[src/rtl/seg_pkg.sv]
// Shared constants for the seven-segment scan decoder: widths, the active-low
// hex segment table (bit order cg..ca) and the capture FSM state type.
package seg_pkg;

    localparam int unsigned ANODE_W = 4;
    localparam int unsigned SEG_W   = 7;
    localparam int unsigned WORD_W  = ANODE_W + SEG_W + 1;

    localparam logic [SEG_W-1:0] SEG_TABLE [16] = '{
        7'b1000000, 7'b1111001, 7'b0100100, 7'b0110000,
        7'b0011001, 7'b0010010, 7'b0000010, 7'b1111000,
        7'b0000000, 7'b0010000, 7'b0001000, 7'b0000011,
        7'b1000110, 7'b0100001, 7'b0000110, 7'b0001110
    };

    typedef enum logic [1:0] {
        WAIT,
        SETTLE,
        HOLD
    } scan_state_t;

endpackage

[src/rtl/seg_pattern_decode.sv]
// Combinational lookup of an active-low segment pattern against the hex table;
// o_hit is low for any pattern outside the 16 hex glyphs.
module seg_pattern_decode
    import seg_pkg::*;
(
    input  logic [SEG_W-1:0] i_seg,
    output logic [3:0]       o_val,
    output logic             o_hit
);

    always_comb begin
        o_val = '0;
        o_hit = 1'b0;
        for (int unsigned i = 0; i < 16; i++) begin
            if (i_seg == SEG_TABLE[i]) begin
                o_val = 4'(i);
                o_hit = 1'b1;
            end
        end
    end

endmodule

[src/rtl/seg_scan_decoder.sv]
// Recovers per-digit hex values from a multiplexed 4-digit seven-segment bus by
// waiting for a stable single-anode pattern and decoding its segments.
module seg_scan_decoder
    import seg_pkg::*;
#(
    parameter int unsigned SETTLE_CYC  = 16,
    parameter int unsigned TIMEOUT_CYC = 65535
) (
    input  logic       clk,
    input  logic       rst,
    input  logic       an3,
    input  logic       an2,
    input  logic       an1,
    input  logic       an0,
    input  logic       ca,
    input  logic       cb,
    input  logic       cc,
    input  logic       cd,
    input  logic       ce,
    input  logic       cf,
    input  logic       cg,
    input  logic       dp,
    output logic [3:0] val3,
    output logic [3:0] val2,
    output logic [3:0] val1,
    output logic [3:0] val0,
    output logic       dot3,
    output logic       dot2,
    output logic       dot1,
    output logic       dot0,
    output logic [3:0] digit_valid,
    output logic       frame_done,
    output logic       seg_err,
    output logic       stale
);

    localparam int unsigned      TO_W       = $clog2(TIMEOUT_CYC + 1);
    localparam logic [TO_W-1:0]  TO_MAX     = TO_W'(TIMEOUT_CYC);
    localparam logic [7:0]       SETTLE_MAX = 8'(SETTLE_CYC);

    logic [WORD_W-1:0]  w_raw;
    logic [WORD_W-1:0]  r_sync1;
    logic [WORD_W-1:0]  r_sync2;
    logic [WORD_W-1:0]  r_prev;
    logic [ANODE_W-1:0] w_an;
    logic [SEG_W-1:0]   w_seg;
    logic               w_dp;
    logic               w_changed;
    logic               w_one_low;
    logic [1:0]         w_digit;

    scan_state_t        r_state;
    scan_state_t        w_state_nxt;
    logic [7:0]         r_cnt;
    logic               w_capture;
    logic               w_cnt_load;
    logic               w_cnt_inc;

    logic [3:0]         w_dec_val;
    logic               w_dec_hit;
    logic               w_cap_ok;
    logic               w_cap_bad;

    logic [ANODE_W-1:0][3:0] r_val;
    logic [ANODE_W-1:0]      r_dot;
    logic [ANODE_W-1:0]      r_dv;
    logic [ANODE_W-1:0]      r_mask;
    logic                    r_frame_done;
    logic                    r_seg_err;
    logic                    r_stale;
    logic [TO_W-1:0]         r_to_cnt;

    assign w_raw     = {an3, an2, an1, an0, cg, cf, ce, cd, cc, cb, ca, dp};
    assign w_an      = r_sync2[WORD_W-1 -: ANODE_W];
    assign w_seg     = r_sync2[SEG_W:1];
    assign w_dp      = r_sync2[0];
    assign w_changed = (r_sync2 != r_prev);

    always_ff @(posedge clk or posedge rst) begin
        if (rst) begin
            r_sync1 <= '0;
            r_sync2 <= '0;
            r_prev  <= '0;
        end else begin
            r_sync1 <= w_raw;
            r_sync2 <= r_sync1;
            r_prev  <= r_sync2;
        end
    end

    always_comb begin
        w_one_low = 1'b1;
        w_digit   = 2'd0;
        case (w_an)
            4'b1110: w_digit = 2'd0;
            4'b1101: w_digit = 2'd1;
            4'b1011: w_digit = 2'd2;
            4'b0111: w_digit = 2'd3;
            default: w_one_low = 1'b0;
        endcase
    end

    always_ff @(posedge clk or posedge rst) begin
        if (rst) begin
            r_state <= WAIT;
        end else begin
            r_state <= w_state_nxt;
        end
    end

    always_comb begin
        w_state_nxt = r_state;
        case (r_state)
            WAIT:    if (w_one_low) w_state_nxt = SETTLE;
            SETTLE:  begin
                if (w_changed || !w_one_low) begin
                    w_state_nxt = WAIT;
                end else if (r_cnt == SETTLE_MAX) begin
                    w_state_nxt = HOLD;
                end
            end
            HOLD:    if (w_changed) w_state_nxt = WAIT;
            default: w_state_nxt = WAIT;
        endcase
    end

    // WAIT's own sample counts as the first stable one, hence the load of 1.
    always_comb begin
        w_capture  = 1'b0;
        w_cnt_load = 1'b0;
        w_cnt_inc  = 1'b0;
        case (r_state)
            WAIT:    w_cnt_load = 1'b1;
            SETTLE:  begin
                if (!w_changed && w_one_low) begin
                    if (r_cnt == SETTLE_MAX) begin
                        w_capture = 1'b1;
                    end else begin
                        w_cnt_inc = 1'b1;
                    end
                end
            end
            default: ;
        endcase
    end

    always_ff @(posedge clk or posedge rst) begin
        if (rst) begin
            r_cnt <= '0;
        end else if (w_cnt_load) begin
            r_cnt <= 8'd1;
        end else if (w_cnt_inc) begin
            r_cnt <= r_cnt + 8'd1;
        end
    end

    seg_pattern_decode u_decode (
        .i_seg (w_seg),
        .o_val (w_dec_val),
        .o_hit (w_dec_hit)
    );

    assign w_cap_ok  = w_capture &  w_dec_hit;
    assign w_cap_bad = w_capture & ~w_dec_hit;

    // A good capture takes priority over timeout expiry on the same edge.
    always_ff @(posedge clk or posedge rst) begin
        if (rst) begin
            r_val        <= '0;
            r_dot        <= '0;
            r_dv         <= '0;
            r_mask       <= '0;
            r_frame_done <= 1'b0;
            r_seg_err    <= 1'b0;
            r_stale      <= 1'b0;
            r_to_cnt     <= '0;
        end else begin
            r_frame_done <= 1'b0;
            r_seg_err    <= w_cap_bad;
            if (w_cap_ok) begin
                r_val[w_digit] <= w_dec_val;
                r_dot[w_digit] <= ~w_dp;
                r_dv[w_digit]  <= 1'b1;
                r_to_cnt       <= '0;
                r_stale        <= 1'b0;
                if ((r_mask | ~w_an) == 4'b1111) begin
                    r_mask       <= '0;
                    r_frame_done <= 1'b1;
                end else begin
                    r_mask <= r_mask | ~w_an;
                end
            end else if (r_to_cnt != TO_MAX) begin
                r_to_cnt <= r_to_cnt + 1'b1;
                if (r_to_cnt == TO_MAX - 1'b1) begin
                    r_stale <= 1'b1;
                    r_dv    <= '0;
                    r_mask  <= '0;
                end
            end
        end
    end

    assign val3        = r_val[3];
    assign val2        = r_val[2];
    assign val1        = r_val[1];
    assign val0        = r_val[0];
    assign dot3        = r_dot[3];
    assign dot2        = r_dot[2];
    assign dot1        = r_dot[1];
    assign dot0        = r_dot[0];
    assign digit_valid = r_dv;
    assign frame_done  = r_frame_done;
    assign seg_err     = r_seg_err;
    assign stale       = r_stale;

endmodule

[config.mk]
export PLATFORM = sky130hd
export DESIGN_NAME = seg_scan_decoder
export DESIGN_NICKNAME = d
export VERILOG_FILES = /design/src/rtl/seg_pkg.sv /design/src/rtl/seg_pattern_decode.sv /design/src/rtl/seg_scan_decoder.sv
export SDC_FILE = /design/constraint.sdc
export NUM_CORES = 1
export LEC_CHECK = 0
export CAP_MARGIN = 20
export CORE_MARGIN = 2
export CORE_UTILIZATION = 35
export DETAILED_ROUTE_END_ITERATION = 7
export GPL_ROUTABILITY_DRIVEN = 0
export PLACE_DENSITY = 0.61
export REMOVE_ABC_BUFFERS = 1
export SLEW_MARGIN = 40
export SYNTH_ARGS = -nofsm -noshare
export SYNTH_HDL_FRONTEND = slang
export SYNTH_HIERARCHICAL = 1
export SYNTH_SLANG_ARGS = --single-unit
[constraint.sdc]
create_clock -name clk -period 5.1 [get_ports clk]
set_input_delay 1.02 -clock clk [delete_from_list [all_inputs] [get_ports clk]]
set_output_delay 1.02 -clock clk [all_outputs]
set_load 0.1 [all_outputs]
==> results of run 1 <==
-- layer usage --
layer	wire, um	share of wire	global-route usage	up-vias
met3	267	0.032	0.0265	9
met1	4130	0.50	0.198	1459
met2	3720	0.45	0.199	58
met4	136	0.016	0.0585	0
li1	-	-	-	1396
met5	0	0	0	-
-- cell usage after synthesis, types with 4 or more instances --
cell        n  area, um2
a2111oi_0   4       35.0
mux2_2     12        135
dfrtp_1    93       2330
inv_1      18       67.6
buf_2       5       25.0
nand4_1    10       62.6
ha_1        4       50.1
nand3_1    13       65.1
nand4b_1    4       35.0
mux2i_1    10        100
buf_6       5       56.3
nor2b_1     4       25.0
a31oi_1     4       25.0
nand2_1    26       97.6
xor2_1     15        131
o31ai_1     4       30.0
nor3_1      8       40.0
or4_1       5       37.5
o21ai_0     4       20.0
nor2_1     32        120
nor4_4      4       85.1
a31o_2      4       35.0
a21oi_1    10       50.1
mux2_4      4       60.1
and3_1      4       25.0
xnor2_1    11       96.3
clkbuf_1    5       18.8
-- metrics by stage --
stage / hold slack (ps) / instances / area (um2) / worst slack (ps) / total power (W)
final: 350 / 558 / 4910 / 1900 / 0.00147
after global routing: 358 / 558 / 4910 / 1670 / 0.00153
after CTS: 351 / 558 / 4910 / 1910 / 0.00149
after detailed placement: 336 / 542 / 4620 / 1930 / 0.000855
after global placement: 333 / 542 / 4750 / 2080 / 0.000854
after floorplan: 331 / 354 / 4160 / 1660 / 0.000827
-- flip-flops by register name, summed over array words and instances, names as in the netlist, 4 cells and up --
register and cells:
digit_valid 4, r_cnt 8, r_dot 4, r_mask 4
r_prev 12, r_sync1 12, r_sync2 12, r_to_cnt 16
val0 4, val1 4, val2 4, val3 4
-- logic make-up after synthesis --
kind of cell    Yosys count
mux                      26
flops                    93
compound gates           48
fa+ha+maj                 4
xor+xnor                 27
simple gates            138
buf+inv                  36
-- area by class of cell --
cell class | count | share of cell area
clock buffers | 11 | 0.0495
clock inverters | 5 | 0.00867
inverters | 18 | 0.0148
multi-input cells | 243 | 0.360
flip-flops and latches | 93 | 0.474
well taps | 147 | 0.0375
repair buffers | 41 | 0.0556
-- how the worst max path moves through the flow --
stage                endpoint  depth (start not counted)  startpoint
2_1_floorplan  digit_valid[0]                          1         rst
3_3_place_gp      r_to_cnt[6]                          7  r_sync2[5]
3_5_place_dp          val2[0]                          7  r_sync2[5]
4_1_cts               val2[0]                          7  r_sync2[5]
5_1_grt               val2[1]                          7  r_sync2[5]
6_report              val2[0]                          7  r_sync2[5]
-- power breakdown --
part | switching, W | total [W] | internal (W)
logic | 0.0000403 | 0.0000674 | 0.0000271
registers | 0.0000199 | 0.000772 | 0.000752
clock network | 0.000285 | 0.000634 | 0.000349
total | 0.000345 | 0.00147 | 0.00113
==> impl_results.md, run 1 <==
- Status: finished clean
- Synthesized cell area: about 4300 um2
- Post-CTS Setup Repair Bufs: 0
- CP bufs+invs: 0
- Worst slew pin tran: about 660 ps
- ANT nets after route: 0
- Tcrit/Tclk final: 0.628
- Final HPWL DP: ~5.7 mm
- Fin util: 0.410
- Crit-path max cell delay: roughly 800 ps
- Number of gates resized after cts: 0
- Hold buffers post-CTS: 0
- Seq cells post-synth: 93
- Top_reg_cell synth: dfrtp_1
- Final hold vios: 0
- Cells after Synth: approximately 370
- Final nets: between 400 and 500
- Worst EP required: around 5300 ps
- First-pass GRT wire length: ~14 mm
- Max Cap Violations: 0
- Clock Tree Root: clkbuf_16
- Fin Setup TNS: 0 ps
- Via count: just under 3000
- Share of cells above drive strength 1: 0.190
- Ant. Diodes: 0
- Commonest non-fill, non-tap cell in the layout: dfrtp_1
- Initial antenna violation count: 0
- Sink Count: 93
- Synth Area in XOR/XNOR: 0.0571
- Port bufs: 40
- Vias per cell: 5.24
- Multiplexer share of the synthesized area: 0.0691
- Tmin final: 3200 ps
- Final Max Tran Viols: 0
- Main combinational cell family by area after synthesis: simple AND/OR/NAND/NOR gates
- R2R depth: 7
- 1st-iter DRT viols: around 150
- Hold Crit Start: r_sync1[2]
- RSZ-0062 raised after global routing: false
- VDD IR-drop max: 159 uV
- Die ar.: about 13000 um2
- Avg Inst Size Synth: between 10 and 15 um2
- R2r endpoint: val2[0]
- Maximum clock rate: ~0.31 GHz
- GR Util All Layers: 0.137
- Cell variety after synth: 63
- Worst rel slew slack: 0.557
- Core area: approximately 12000 um2
- Post-route DRC: 0
- Synth Warn #: 6
- Area growth syn-to-layout: 14.8%
- Fillers: 1108
- Leakage power: roughly 2.2 nW
- CP top delay family: simple AND/OR/NAND/NOR gates
- Post-synth EDFFs: 0
- CTS clock-pin slew for the worst setup and hold paths: 60 ps
- Seq/Total Area, Yosys: 0.544
- Setup CP Type: reg -> reg
- CTS tree: done
- Multi-input logic area: around 1800 um2
- CP arrival: 3430 ps
- Clk buf depth: 2
- Vias in the first global route: roughly 2800
- Worst-path maximum fanout: 13
- Post-Synth Simple-Gate Area: 0.194
- R2r setup slk: between 1500 and 2000 ps
- Pwr dens: between 300 and 400 nW/um2
- Row cnt: 40
- Clock Latency Late Sink: about 340 ps
- TritonRoute pass-1 iters: 5
- Die Y: ~110 um
- CP endpoint kind: register
- Setup violators final: 0
- Max Clock Skew: ~9.1 ps
- Hold Path Stages: 0
- Tightest Hold Check Type: reg -> reg
- Grt ovf: 0
- # IOs: between 40 and 50
- Final WL: around 8.3 mm
- Hold EP: r_sync2[2]
- CTS Buf Count: 9
- Crit path cell chain: nor4b_1 > nand3b_1 > nand4_1 > or4_1 > nand3_1 > or4_1 > mux2_4
- Asr flop ratio synth: 1.00
- Commonest cells after routing, fill and taps aside: dfrtp_1 (93), nor2_1 (32), buf_2 (27), nand2_1 (26), inv_1 (17)
- Register Area: ~2300 um2
- Critical Path Start Type: register
- Largest net degree at the start of global routing: 52
- Routed WL per cell: 14.8 um
- Die W: 115 um
- Compound-gate portion of the synthesized area: 0.0805
- Most common cell on crit path: or4_1
- Slowest-stage cell, CP: or4_1
- Adder-cell share of the synthesized area: 0.0117
- H-tree levels: 3
- Reg-to-reg startpoint: r_sync2[5]
- Initial Util: 0.357
No activity file was read; power rests on OpenSTA's default activity.
==> run 2: changes to the inputs <==
==> constraint.sdc (replaced) <==
create_clock -name clk -period 3.2 [get_ports clk]
set_input_delay 0.64 -clock clk [delete_from_list [all_inputs] [get_ports clk]]
set_output_delay 0.64 -clock clk [all_outputs]
set_load 0.1 [all_outputs]
==> impl_results.md, run 2 (synthesized netlist as in run 1, its figures left out) <==
- R2r setup slk: 190 ps
- Initial antenna violation count: 0
- R2R depth: 7
- WHS: between 300 and 400 ps
- Final WL: about 8.5 mm
- Final nets: 431
- Vias per cell: 5.19
- CP bufs+invs: 0
- Final HPWL DP: 5.91 mm
- Final hold vios: 0
- Setup violators final: 0
- R2r endpoint: val2[1]
- Net switching power: 0.000536 W
- Tightest Hold Check Type: reg -> reg
- Top reg by flops: r_to_cnt
- Area growth syn-to-layout: 18.7%
- Worst slew pin tran: between 600 and 700 ps
- Status: finished clean
- Die Y: 115 um
- First-pass GRT wire length: between 10 and 15 mm
- Net switching fraction of the power: 0.217
- CTS tree: done
- Clock Latency Late Sink: around 340 ps
- Max Cap Violations: 0
- Clock Power Share: 0.455
- Largest net degree at the start of global routing: 43
- Setup CP Type: reg -> reg
- CP arrival: 3240 ps
- Worst-path maximum fanout: 13
- Die ar.: ~13000 um2
- Crit-path max cell delay: 780 ps
- Sink Count: 93
- Leakage power: approximately 2.3 nW
- # IOs: 41
- Grt ovf: 0
- Tmin final: ~3000 ps
- Die W: approximately 110 um
- Combinational Power Share: 0.046
- Tcrit/Tclk final: 0.942
- ANT nets after route: 0
- VDD IR-drop max: approximately 220 uV
- H-tree levels: 3
- CP top delay family: simple AND/OR/NAND/NOR gates
- Worst EP required: 3420 ps
- Slowest-stage cell, CP: or4_1
- Critical path origin: r_sync2[5]
- Commonest cells after routing, fill and taps aside: dfrtp_1 (93), buf_4 (34), nor2_1 (32), nand2_1 (26), inv_1 (17)
- Max reg flops: 16
- Commonest non-fill, non-tap cell in the layout: dfrtp_1
- Reg-to-reg startpoint: r_sync2[5]
- Clk buf depth: 2
- Pwr dens: 486 nW/um2
- Row cnt: 40
- Via count: 2929
- Internal: around 0.0019 W
- Port bufs: 40
- TritonRoute pass-1 iters: 4
- CTS Buf Count: 9
- Final Max Tran Viols: 0
- Routed WL per cell: 15.1 um
- 1st-iter DRT viols: approximately 110
- Cell depth of the worst setup path: 7
- CTS clock-pin slew for the worst setup and hold paths: around 60 ps
- Crit path cell chain: nor4b_2 > nand3b_1 > nand4_1 > or4_1 > nand3_1 > or4_1 > mux2_4
- Post-route DRC: 0
- Most common cell on crit path: or4_1
- Vias in the first global route: ~2800
- Core area: 12000 um2
- GR Util All Layers: 0.140
- Worst rel slew slack: 0.556
- Sequential Power Share: 0.499
- Ant. Diodes: 0
- Worst setup path end: val2[1]
- Post-CTS Setup Repair Bufs: 0
- Share of cells above drive strength 1: 0.204
- Clock Tree Root: clkbuf_16
- Critical Path Start Type: register
- CP endpoint kind: register
- Initial Util: 0.357
- Maximum clock rate: 0.332 GHz
- Fin util: 0.424
- Max Clock Skew: just under 7 ps
run 2: timing repair:
item | CTS | global route
hold buffers | 0 | 0
endpoints found under the setup margin | 0 | 17
gates resized for setup | 0 | 1
run 2: area by class of cell:
type | count | area, um2
fillers | 1114 | 6890
clock buffers | 10 | 229
well taps | 147 | 184
clock inverters | 5 | 85.1
inverters | 18 | 68.8
multi-input cells | 243 | 1770
flip-flops and latches | 93 | 2330
repair buffers | 48 | 405
run 2: layer usage:
layer  up-vias  GRT usage  share of wire
li1       1408          -              -
met5         -          0              0
met4         0     0.0618          0.013
met1      1456      0.204           0.50
met2        59      0.200           0.46
met3         6     0.0302          0.028
run 2: how the worst min path moves through the flow:
stage | start | end | slack, ps | depth (start not counted)
final | r_sync1[10] | r_sync2[10] | 350 | 0
after global routing | r_sync1[2] | r_sync2[2] | 350 | 0
after CTS | r_sync1[2] | r_sync2[2] | 350 | 0
after detailed placement | r_sync1[1] | r_sync2[1] | 340 | 0
after global placement | r_sync1[4] | r_sync2[4] | 340 | 0
after floorplan | r_sync1[0] | r_sync2[0] | 330 | 0
run 2: worst register-to-register path: cells and delay by family (launching register included):
kind / cells / cell delay, ps
flops: 1 / 550
simple gates: 6 / 1990
mux: 1 / 370
run 2: per-stage QoR:
step                total power, W  instances  setup TNS [ps]  instance area (um2)  setup WS (ps)
floorplan                  0.00132        354               0                 4160            140
global placement           0.00136        549               0                 4750            295
detailed placement         0.00137        549               0                 4750            108
CTS                        0.00250        564               0                 5070           93.5
global route               0.00257        564            -132                 5070          -24.1
finish                     0.00247        564               0                 5070            185
run 2: power groups by stage:
stage / Combinational [W] / Sequential, W / Clock (W)
after floorplan: 0.0000738 / 0.00124 / 0
after global placement: 0.000113 / 0.00125 / 0
after detailed placement: 0.000115 / 0.00125 / 0
after CTS: 0.000115 / 0.00123 / 0.00116
after global routing: 0.000127 / 0.00124 / 0.00120
final: 0.000113 / 0.00123 / 0.00112
